[src/rtl/mod_arbiter.sv]
// Round-robin scheduler that shares one `mod` unit among NREQ requesters.
// Define MOD_TIMEOUT_EN to enable the ISSUE-state watchdog (rsp_err on abort).
module mod_arbiter #(
    parameter int unsigned BITS    = 65,
    parameter int unsigned NREQ    = 4,
    parameter int unsigned IDW     = 2,
    parameter int unsigned TIMEOUT = 1024
) (
    input  logic                 clk,
    input  logic                 reset,
    input  logic [NREQ-1:0]      req,
    input  logic [NREQ*BITS-1:0] req_x,
    input  logic [NREQ*BITS-1:0] req_y,
    output logic [NREQ-1:0]      gnt,
    output logic                 rsp_valid,
    output logic [IDW-1:0]       rsp_id,
    output logic [BITS-1:0]      rsp_m,
    output logic                 rsp_err,
    output logic                 busy,
    output logic [BITS-1:0]      mod_x,
    output logic [BITS-1:0]      mod_y,
    output logic                 mod_go,
    input  logic [BITS-1:0]      mod_m,
    input  logic                 mod_done
);

    localparam int unsigned PW = (NREQ > 1) ? $clog2(NREQ) : 1;

    typedef enum logic [1:0] {StIdle, StIssue, StRelease} state_e;

    state_e            state_q, state_d;
    logic [PW-1:0]     ptr_q, ptr_d;
    logic [NREQ-1:0]   gnt_q, gnt_d;
    logic              rsp_valid_q, rsp_valid_d;
    logic              rsp_err_q, rsp_err_d;
    logic [IDW-1:0]    rsp_id_q, rsp_id_d;
    logic [BITS-1:0]   rsp_m_q, rsp_m_d;
    logic [BITS-1:0]   mod_x_q, mod_x_d;
    logic [BITS-1:0]   mod_y_q, mod_y_d;
    logic              mod_go_q, mod_go_d;

    logic [BITS-1:0]   slot_x [NREQ];
    logic [BITS-1:0]   slot_y [NREQ];
    logic              found;
    logic [PW-1:0]     win;
    logic              timeout;

    for (genvar i = 0; i < NREQ; i++) begin : g_slot
        assign slot_x[i] = req_x[i*BITS +: BITS];
        assign slot_y[i] = req_y[i*BITS +: BITS];
    end

    // First requester at or after the pointer, wrapping around.
    always_comb begin
        found = 1'b0;
        win   = '0;
        for (int unsigned k = 0; k < NREQ; k++) begin
            int unsigned idx;
            idx = (32'(ptr_q) + k) % NREQ;
            if (!found && req[PW'(idx)]) begin
                found = 1'b1;
                win   = PW'(idx);
            end
        end
    end

`ifdef MOD_TIMEOUT_EN
    localparam int unsigned CW = $clog2(TIMEOUT + 1);

    logic [CW-1:0] cnt_q, cnt_d;

    // Cleared while idle so it starts at zero on every entry to ISSUE.
    always_comb begin
        cnt_d = cnt_q;
        if (state_q == StIdle) begin
            cnt_d = '0;
        end else if (state_q == StIssue) begin
            cnt_d = cnt_q + CW'(1);
        end
    end

    always_ff @(posedge clk) begin
        if (reset) begin
            cnt_q <= '0;
        end else begin
            cnt_q <= cnt_d;
        end
    end

    assign timeout = (state_q == StIssue) && !mod_done && (cnt_q == CW'(TIMEOUT - 1));
`else
    assign timeout = 1'b0;
`endif

    always_ff @(posedge clk) begin
        if (reset) begin
            state_q     <= StRelease;
            ptr_q       <= '0;
            gnt_q       <= '0;
            rsp_valid_q <= 1'b0;
            rsp_err_q   <= 1'b0;
            rsp_id_q    <= '0;
            rsp_m_q     <= '0;
            mod_x_q     <= '0;
            mod_y_q     <= '0;
            mod_go_q    <= 1'b0;
        end else begin
            state_q     <= state_d;
            ptr_q       <= ptr_d;
            gnt_q       <= gnt_d;
            rsp_valid_q <= rsp_valid_d;
            rsp_err_q   <= rsp_err_d;
            rsp_id_q    <= rsp_id_d;
            rsp_m_q     <= rsp_m_d;
            mod_x_q     <= mod_x_d;
            mod_y_q     <= mod_y_d;
            mod_go_q    <= mod_go_d;
        end
    end

    always_comb begin
        state_d = state_q;
        unique case (state_q)
            StIdle:    if (found) state_d = StIssue;
            StIssue:   if (mod_done || timeout) state_d = StRelease;
            StRelease: if (!mod_done) state_d = StIdle;
            default:   state_d = StRelease;
        endcase
    end

    always_comb begin
        ptr_d       = ptr_q;
        gnt_d       = '0;
        rsp_valid_d = 1'b0;
        rsp_err_d   = 1'b0;
        rsp_id_d    = rsp_id_q;
        rsp_m_d     = rsp_m_q;
        mod_x_d     = mod_x_q;
        mod_y_d     = mod_y_q;
        mod_go_d    = mod_go_q;
        unique case (state_q)
            StIdle: begin
                if (found) begin
                    mod_x_d  = slot_x[win];
                    mod_y_d  = slot_y[win];
                    mod_go_d = 1'b1;
                    gnt_d    = NREQ'(1) << win;
                    rsp_id_d = IDW'(win);
                    ptr_d    = PW'((32'(win) + 32'd1) % NREQ);
                end
            end
            StIssue: begin
                if (mod_done) begin
                    rsp_m_d     = mod_m;
                    rsp_valid_d = 1'b1;
                    mod_go_d    = 1'b0;
                end else if (timeout) begin
                    rsp_m_d     = '0;
                    rsp_valid_d = 1'b1;
                    rsp_err_d   = 1'b1;
                    mod_go_d    = 1'b0;
                end
            end
            default: mod_go_d = 1'b0;
        endcase
    end

    assign gnt       = gnt_q;
    assign rsp_valid = rsp_valid_q;
    assign rsp_err   = rsp_err_q;
    assign rsp_id    = rsp_id_q;
    assign rsp_m     = rsp_m_q;
    assign mod_x     = mod_x_q;
    assign mod_y     = mod_y_q;
    assign mod_go    = mod_go_q;
    assign busy      = (state_q != StIdle);

endmodule

[config.mk]
export PLATFORM = sky130hd
export DESIGN_NAME = mod_arbiter
export DESIGN_NICKNAME = d
export VERILOG_FILES = /design/src/rtl/mod_arbiter.sv
export SDC_FILE = /design/constraint.sdc
export NUM_CORES = 1
export LEC_CHECK = 0
export CAP_MARGIN = 15
export CORE_AREA = 2 2 306 308
export CTS_BUF_LIST = sky130_fd_sc_hd__clkbuf_4 sky130_fd_sc_hd__clkbuf_8
export DETAILED_ROUTE_END_ITERATION = 8
export DIE_AREA = 0 0 308 310
export SLEW_MARGIN = 30
export SYNTH_ARGS = -nofsm -noshare
export SYNTH_HDL_FRONTEND = slang
export SYNTH_SLANG_ARGS = --single-unit
[constraint.sdc]
create_clock -name clk -period 2.3 [get_ports clk]
set_input_delay 0.345 -clock clk [delete_from_list [all_inputs] [get_ports clk]]
set_output_delay 0.345 -clock clk [all_outputs]
set_load 0.03 [all_outputs]
**Word-level counts from Yosys, hierarchy flattened**

Index checks and enable logic that the tools add are counted.

- Bits in registers: 207
- Bits of input ports: 592
- Output and inout port bits: 205
- Logic and storage cells: 72

- $add $sub $neg: 4
- Order comparisons: 5
- Eq/ne operators: 5
- Shifts and indexed selects: 1
- Multiplexer cells: 30
- Bitwise gates (word level): 4
- Reduce and logical (&&, ||, !) cells: 14

Operators by type and width:

| cell | count |
|---|---|
| 65-bit binary-select mux with 2-bit select | 2 |
| 65-bit 2-to-1 mux | 4 |
| 2-bit 2-to-1 mux | 7 |
| 2-bit by 3-bit < comparator with 1-bit output (second input constant) | 4 |
| 1-bit 2-to-1 mux | 11 |
| 1-bit binary-select mux with 2-bit select | 4 |
| 2-bit != test (second input constant) | 3 |
| 2-bit one-hot mux with 3 select lines | 1 |
| 2-bit AND reduction | 3 |
| 2-bit by 1-bit adder with 2-bit output (second input constant) | 2 |
| 2-bit adder (second input constant) | 2 |
| 1-bit by 2-bit << shifter with 4-bit output (first input constant) | 1 |
| 3-bit greater-or-equal comparator (second input constant) | 1 |
| 1-bit logical AND | 3 |
| 1-bit logical NOT | 3 |
| 1-bit inverter | 3 |
| 2-bit inverter with 3-bit output | 1 |
| 3-bit AND reduction | 1 |
| 3-bit OR reduction | 1 |
| 2-bit by 1-bit equality test with 1-bit output (second input constant) | 1 |
| 2-bit equality test (second input constant) | 1 |
| 2-bit logical NOT | 1 |
| 1-bit one-hot mux with 2 select lines | 1 |
| 2-bit nonzero test | 1 |
| 2-bit OR reduction | 1 |

**Depth between registers and ports, before layout**

- Depth in word-level cells: 16
- Depth in mapped cells: 8
- Mapped depth without buffers: 5

**Worst setup path before layout**

Ideal clock, no wire load.

- Kind: input port to flip-flop
- Start: in req[0]
- End: reg mod_x_q[54], in the netlist mod_x[54]
- Library setup time: 138 ps
- Arrival time: 1616 ps
- Required time: 2162 ps
- Slack: 546 ps
- Cell stages on the path: 7
- Path buffers: 2
- Cells stage by stage: or4_1 > nand2_2 > nor2_2 > o21ai_2 > buf_6 > buf_2 > o221ai_1

- Longest elaborated chain between the ends: 16
- Elaborated cells on any way between the ends: 27
- Those cells by class: 19 x mux; 1 x bitwise; 7 x reduce/logical

RTL lines:

| what | RTL line | RTL |
|---|---|---|
| start: declaration | 11 | `input logic [NREQ-1:0] req,` |
| 1-bit binary-select mux with 2-bit select | 60 | `if (!found && req[PW'(idx)]) begin` |
| 1-bit 2-to-1 mux (not written as such) | 60 |  |
| 1-bit 2-to-1 mux | 60 |  |
| 1-bit logical NOT | 60 |  |
| 1-bit logical AND | 60 |  |
| 1-bit 2-to-1 mux | 60 |  |
| 1-bit logical NOT | 60 |  |
| 1-bit logical AND | 60 |  |
| 1-bit 2-to-1 mux | 60 |  |
| 1-bit logical NOT | 60 |  |
| 1-bit logical AND | 60 |  |
| 2-bit 2-to-1 mux | 60 |  |
| 2-bit inverter with 3-bit output (not written as such) | 144 | `mod_x_d = slot_x[win];` |
| 65-bit binary-select mux with 2-bit select | 144 |  |
| 65-bit 2-to-1 mux (not written as such) (2 in a row) | 144 |  |
| end signal: assignment | 115 | `mod_x_q <= mod_x_d;` |
| end: declaration | 38 | `logic [BITS-1:0] mod_x_q, mod_x_d;` |

Several ways; a longest one is shown, not always the timed one. The select of a mux whose other input is x is not followed.
A chain may end at the register's enable or synchronous reset.

**Final worst setup path**

- Start: reg state_q[0]
- End: out busy

- Longest elaborated chain between the ends: 1

RTL lines:

| what | RTL line | RTL |
|---|---|---|
| start: declaration | 31 | `state_e state_q, state_d;` |
| start signal: assignment | 97 | `state_q <= StRelease;` |
| start signal: assignment | 108 | `state_q <= state_d;` |
| 2-bit nonzero test | 176 | `assign busy = (state_q != StIdle);` |
| end: declaration | 19 | `output logic busy,` |

Every way passes these cells.

==> flow_summary.json <==
{
  "p_comb_share_pct": 30.7,
  "first_pass_iters": 5,
  "grt_pass1_wl_um": 84900,
  "worstPathRequired_ns": 1.96,
  "post_route_cells_drive_above_1_share_pct": 10.3,
  "cp_slowest_cell": "sky130_fd_sc_hd__dfxtp_1",
  "status": "finished, final reports clean",
  "cp_cell_sequence": "nor2_1 > buf_4 > inv_1 > dlygate4sd2_1",
  "setup_viol_count_final": 0,
  "final_min_period_over_clock_period_pct": 92.5,
  "power.density_nw_per_um2": 587,
  "tritoncts_buffer_count": 44,
  "r2r-start": "ptr_q[0]",
  "globalRouteTotalUtil_pct": 12.5,
  "cp_slowest_stage_delay_ns": 0.45,
  "final_wirelength_um": 63900,
  "grt_start_max_net_pins": 70,
  "critical_path_peak_fanout": 8,
  "grt_antenna_before_repair": 24,
  "clk_latency_ns": 0.64,
  "die_w_um": 308,
  "worst-slew-pin-transition_ns": 0.777,
  "synthesis.nets": 1668,
  "tightest_slew_margin_relative_to_the_limit_pct": 48.2,
  "grt_setup_unrepaired": "no",
  "finalWorstPathRequiredPeriod_ns": 2.13,
  "min-delay-start": "mod_m[35]",
  "synthDistinctLibCells": 36,
  "layout.cells.most_common": "sky130_fd_sc_hd__clkdlybuf4s50_1",
  "maxClockFrequency_ghz": 0.470,
  "cts_tree": "built",
  "clock_sinks": 207,
  "number_of_inserted_filler_cells_in_the_final_layout": 10105,
  "core.rowCount": 112,
  "regToRegSetupSlack_ns": 0.21,
  "htree_levels": 2,
  "path_clk_slew_ns": 0.06,
  "synth-warning-count": 0,
  "post-dp-hpwl_um": 53800,
  "max_cap_viol_count": 0,
  "max_slew_violation_total_from_the_final_report": 0,
  "cts_root_buffer": "sky130_fd_sc_hd__clkbuf_8",
  "globalplace.congestion": 0.824,
  "synth.ff_latch_count": 207,
  "seq_power_share_pct": 31.7,
  "crit-reg2reg-capture": "mod_x[29]",
  "seq_area_frac_synth_pct": 41.0,
  "p_sw_mw": 3.75,
  "cp-end-kind": "output pin",
  "worst_slack_ns": 0.172,
  "path_class": "flop to output pin",
  "cts.path.max_buffers": 3,
  "leakage_nw": 8.58,
  "post_drt_wl_per_cell_um": 20.2,
  "reg2regPathDepth": 8,
  "routed_via_density": 3.76,
  "floorplan.die.height_um": 310,
  "whs_ns": 0.248,
  "power.clock.fraction_pct": 37.6,
  "netlist_area_um2": 10100,
  "largest_vdd_supply_drop_mv": 0.434,
  "syn_to_final_growth_pct": 111,
  "detailroute.via_count": 11892,
  "totalPowerFinal_mw": 12.5,
  "grt.overflow.total": 0,
  "worst_clock_skew_ns": 0.0310,
  "initial_core_util_pct": 10.9,
  "finalHoldViolCount": 0,
  "fp.dieArea_um2": 95500,
  "vias_in_the_first_global_route": 11802,
  "crit_arrival_ns": 1.78,
  "switching_share_pct": 29.9,
  "place.port_buffers": 795,
  "syn_area_per_cell_um2": 9.40,
  "ant_nets": 0,
  "drc_errors": 0,
  "drt-initial-drc-count": 562,
  "pin_count": 797,
  "timing.hold.worst.class": "input pin to flop",
  "finish.net_count": 2521,
  "final_cell_mix": "sky130_fd_sc_hd__clkdlybuf4s50_1, sky130_fd_sc_hd__nand2_1, sky130_fd_sc_hd__mux2i_1",
  "hold-path-endpoint": "rsp_m[35]",
  "setup-tns-final_ns": 0,
  "post-place-ws_ns": -0.326,
  "p_int_mw": 8.77,
  "min_path_cells": 3,
  "crit_path_start_kind": "flop",
  "core_area_um2": 92500,
  "post_synthesis_cells": 1076
}
==> how the worst max path moves through the flow <==
stage | start | endpoint | slack (ns)
floorplan | req[0] | mod_x[54] | 0.55
global placement | req[0] | mod_x[29] | -0.31
detailed placement | req[0] | mod_x[29] | -0.33
CTS | mod_y[36] | mod_y[36] | 0.0006
global route | state_q[0] | busy | 0.01
finish | state_q[0] | busy | 0.17
==> cells in the mapped netlist, drive strengths merged <==
cell / count / area, um^2
nand2: 268 / 1010
a2111oi: 1 / 8.76
nor3: 2 / 10.0
nor4b: 1 / 23.8
a211oi: 1 / 7.51
nand3b: 1 / 7.51
and2: 1 / 6.26
or3b: 2 / 17.5
o31ai: 1 / 7.51
inv: 2 / 7.51
o21bai: 1 / 7.51
o211ai: 2 / 15.0
nor2: 16 / 72.6
o221ai: 130 / 1140
a21oi: 70 / 350
nor3b: 1 / 7.51
nor4: 3 / 33.8
a21bo: 1 / 10.0
or4: 1 / 7.51
clkbuf: 38 / 143
dfxtp: 207 / 4140
nor2b: 4 / 25.0
buf: 56 / 414
conb: 1 / 3.75
mux2i: 260 / 2600
or2: 2 / 12.5
o21ai: 3 / 18.8
==> stage by stage <==
stage                     instance area (um^2)  utilization [%]  cells
after floorplan                          10100                -   1076
after global routing                     21300             23.1   3164
final                                    21300             23.1   3166
after detailed placement                 20300             21.9   3079
after CTS                                21300             23.0   3159
after global placement                   20300             21.9   3079
==> state kept, by name, indices dropped and copies added, names as in the netlist <==
register,count
gnt,4
mod_go,1
mod_x,65
mod_y,65
ptr_q,2
rsp_id,2
rsp_m,65
rsp_valid,1
state_q,2
==> power by group through the flow <==
stage / registers (mW) / logic [mW] / clock network [mW]
after detailed placement: 4.05 / 3.88 / 0
after global routing: 4.00 / 4.07 / 5.06
after CTS: 3.97 / 3.89 / 4.92
final: 3.97 / 3.84 / 4.71
after floorplan: 4.48 / 1.22 / 0
after global placement: 4.04 / 3.87 / 0
==> worst max-delay path: cells and delay by family, from the launching register on <==
kind | cells | cell delay [ns]
buffers and inverters | 3 | 0.59
flip-flops | 1 | 0.45
AND/OR/NAND/NOR | 1 | 0.10
==> per-layer routing <==
| metal | vias to the layer above | GRT usage [%] | part of all wire, % |
|---|---|---|---|
| met1 | 5511 | 13.9 | 38 |
| li1 | 5678 | - | - |
| met4 | 24 | 4.14 | 2.5 |
| met3 | 102 | 6.61 | 12 |
| met2 | 577 | 20.2 | 46 |
| met5 | - | 0 | 0.25 |
==> cell families (layout without fill, tap and decap cells) <==
| kind of cell | after synthesis | count (layout) | synth area share, % |
|---|---|---|---|
| AND/OR/NAND/NOR | 302 | 302 | 12.2 |
| multiplexers | 260 | 260 | 25.7 |
| AO/OA/AOI/OAI | 210 | 210 | 15.5 |
| flip-flops | 207 | 207 | 41.0 |
| buffers and inverters | 96 | 982 | 5.58 |
| other | 1 | 8 | 0.0371 |
==> what timing repair did <==
action                     in CTS  in global routing
hold buffers                    1                  0
gates cloned                    0                  0
setup endpoints to repair       4                  3
setup buffers                   0                  0
hold endpoints to repair        5                  0
gates resized for setup         4                  3
==> final cells by class <==
type | instances | area (um^2) | area share [%]
Antenna cell | 7 | 17.5 | 0.0821
Clock buffer | 69 | 850 | 3.98
Clock inverter | 10 | 184 | 0.862
Inverter | 2 | 7.51 | 0.0352
Multi-Input combinational cell | 773 | 5440 | 25.5
Sequential cell | 207 | 4150 | 19.4
Tap cell | 1197 | 1500 | 7.02
Timing Repair Buffer | 901 | 9180 | 43.1
No activity file was read; power rests on OpenSTA's default activity.
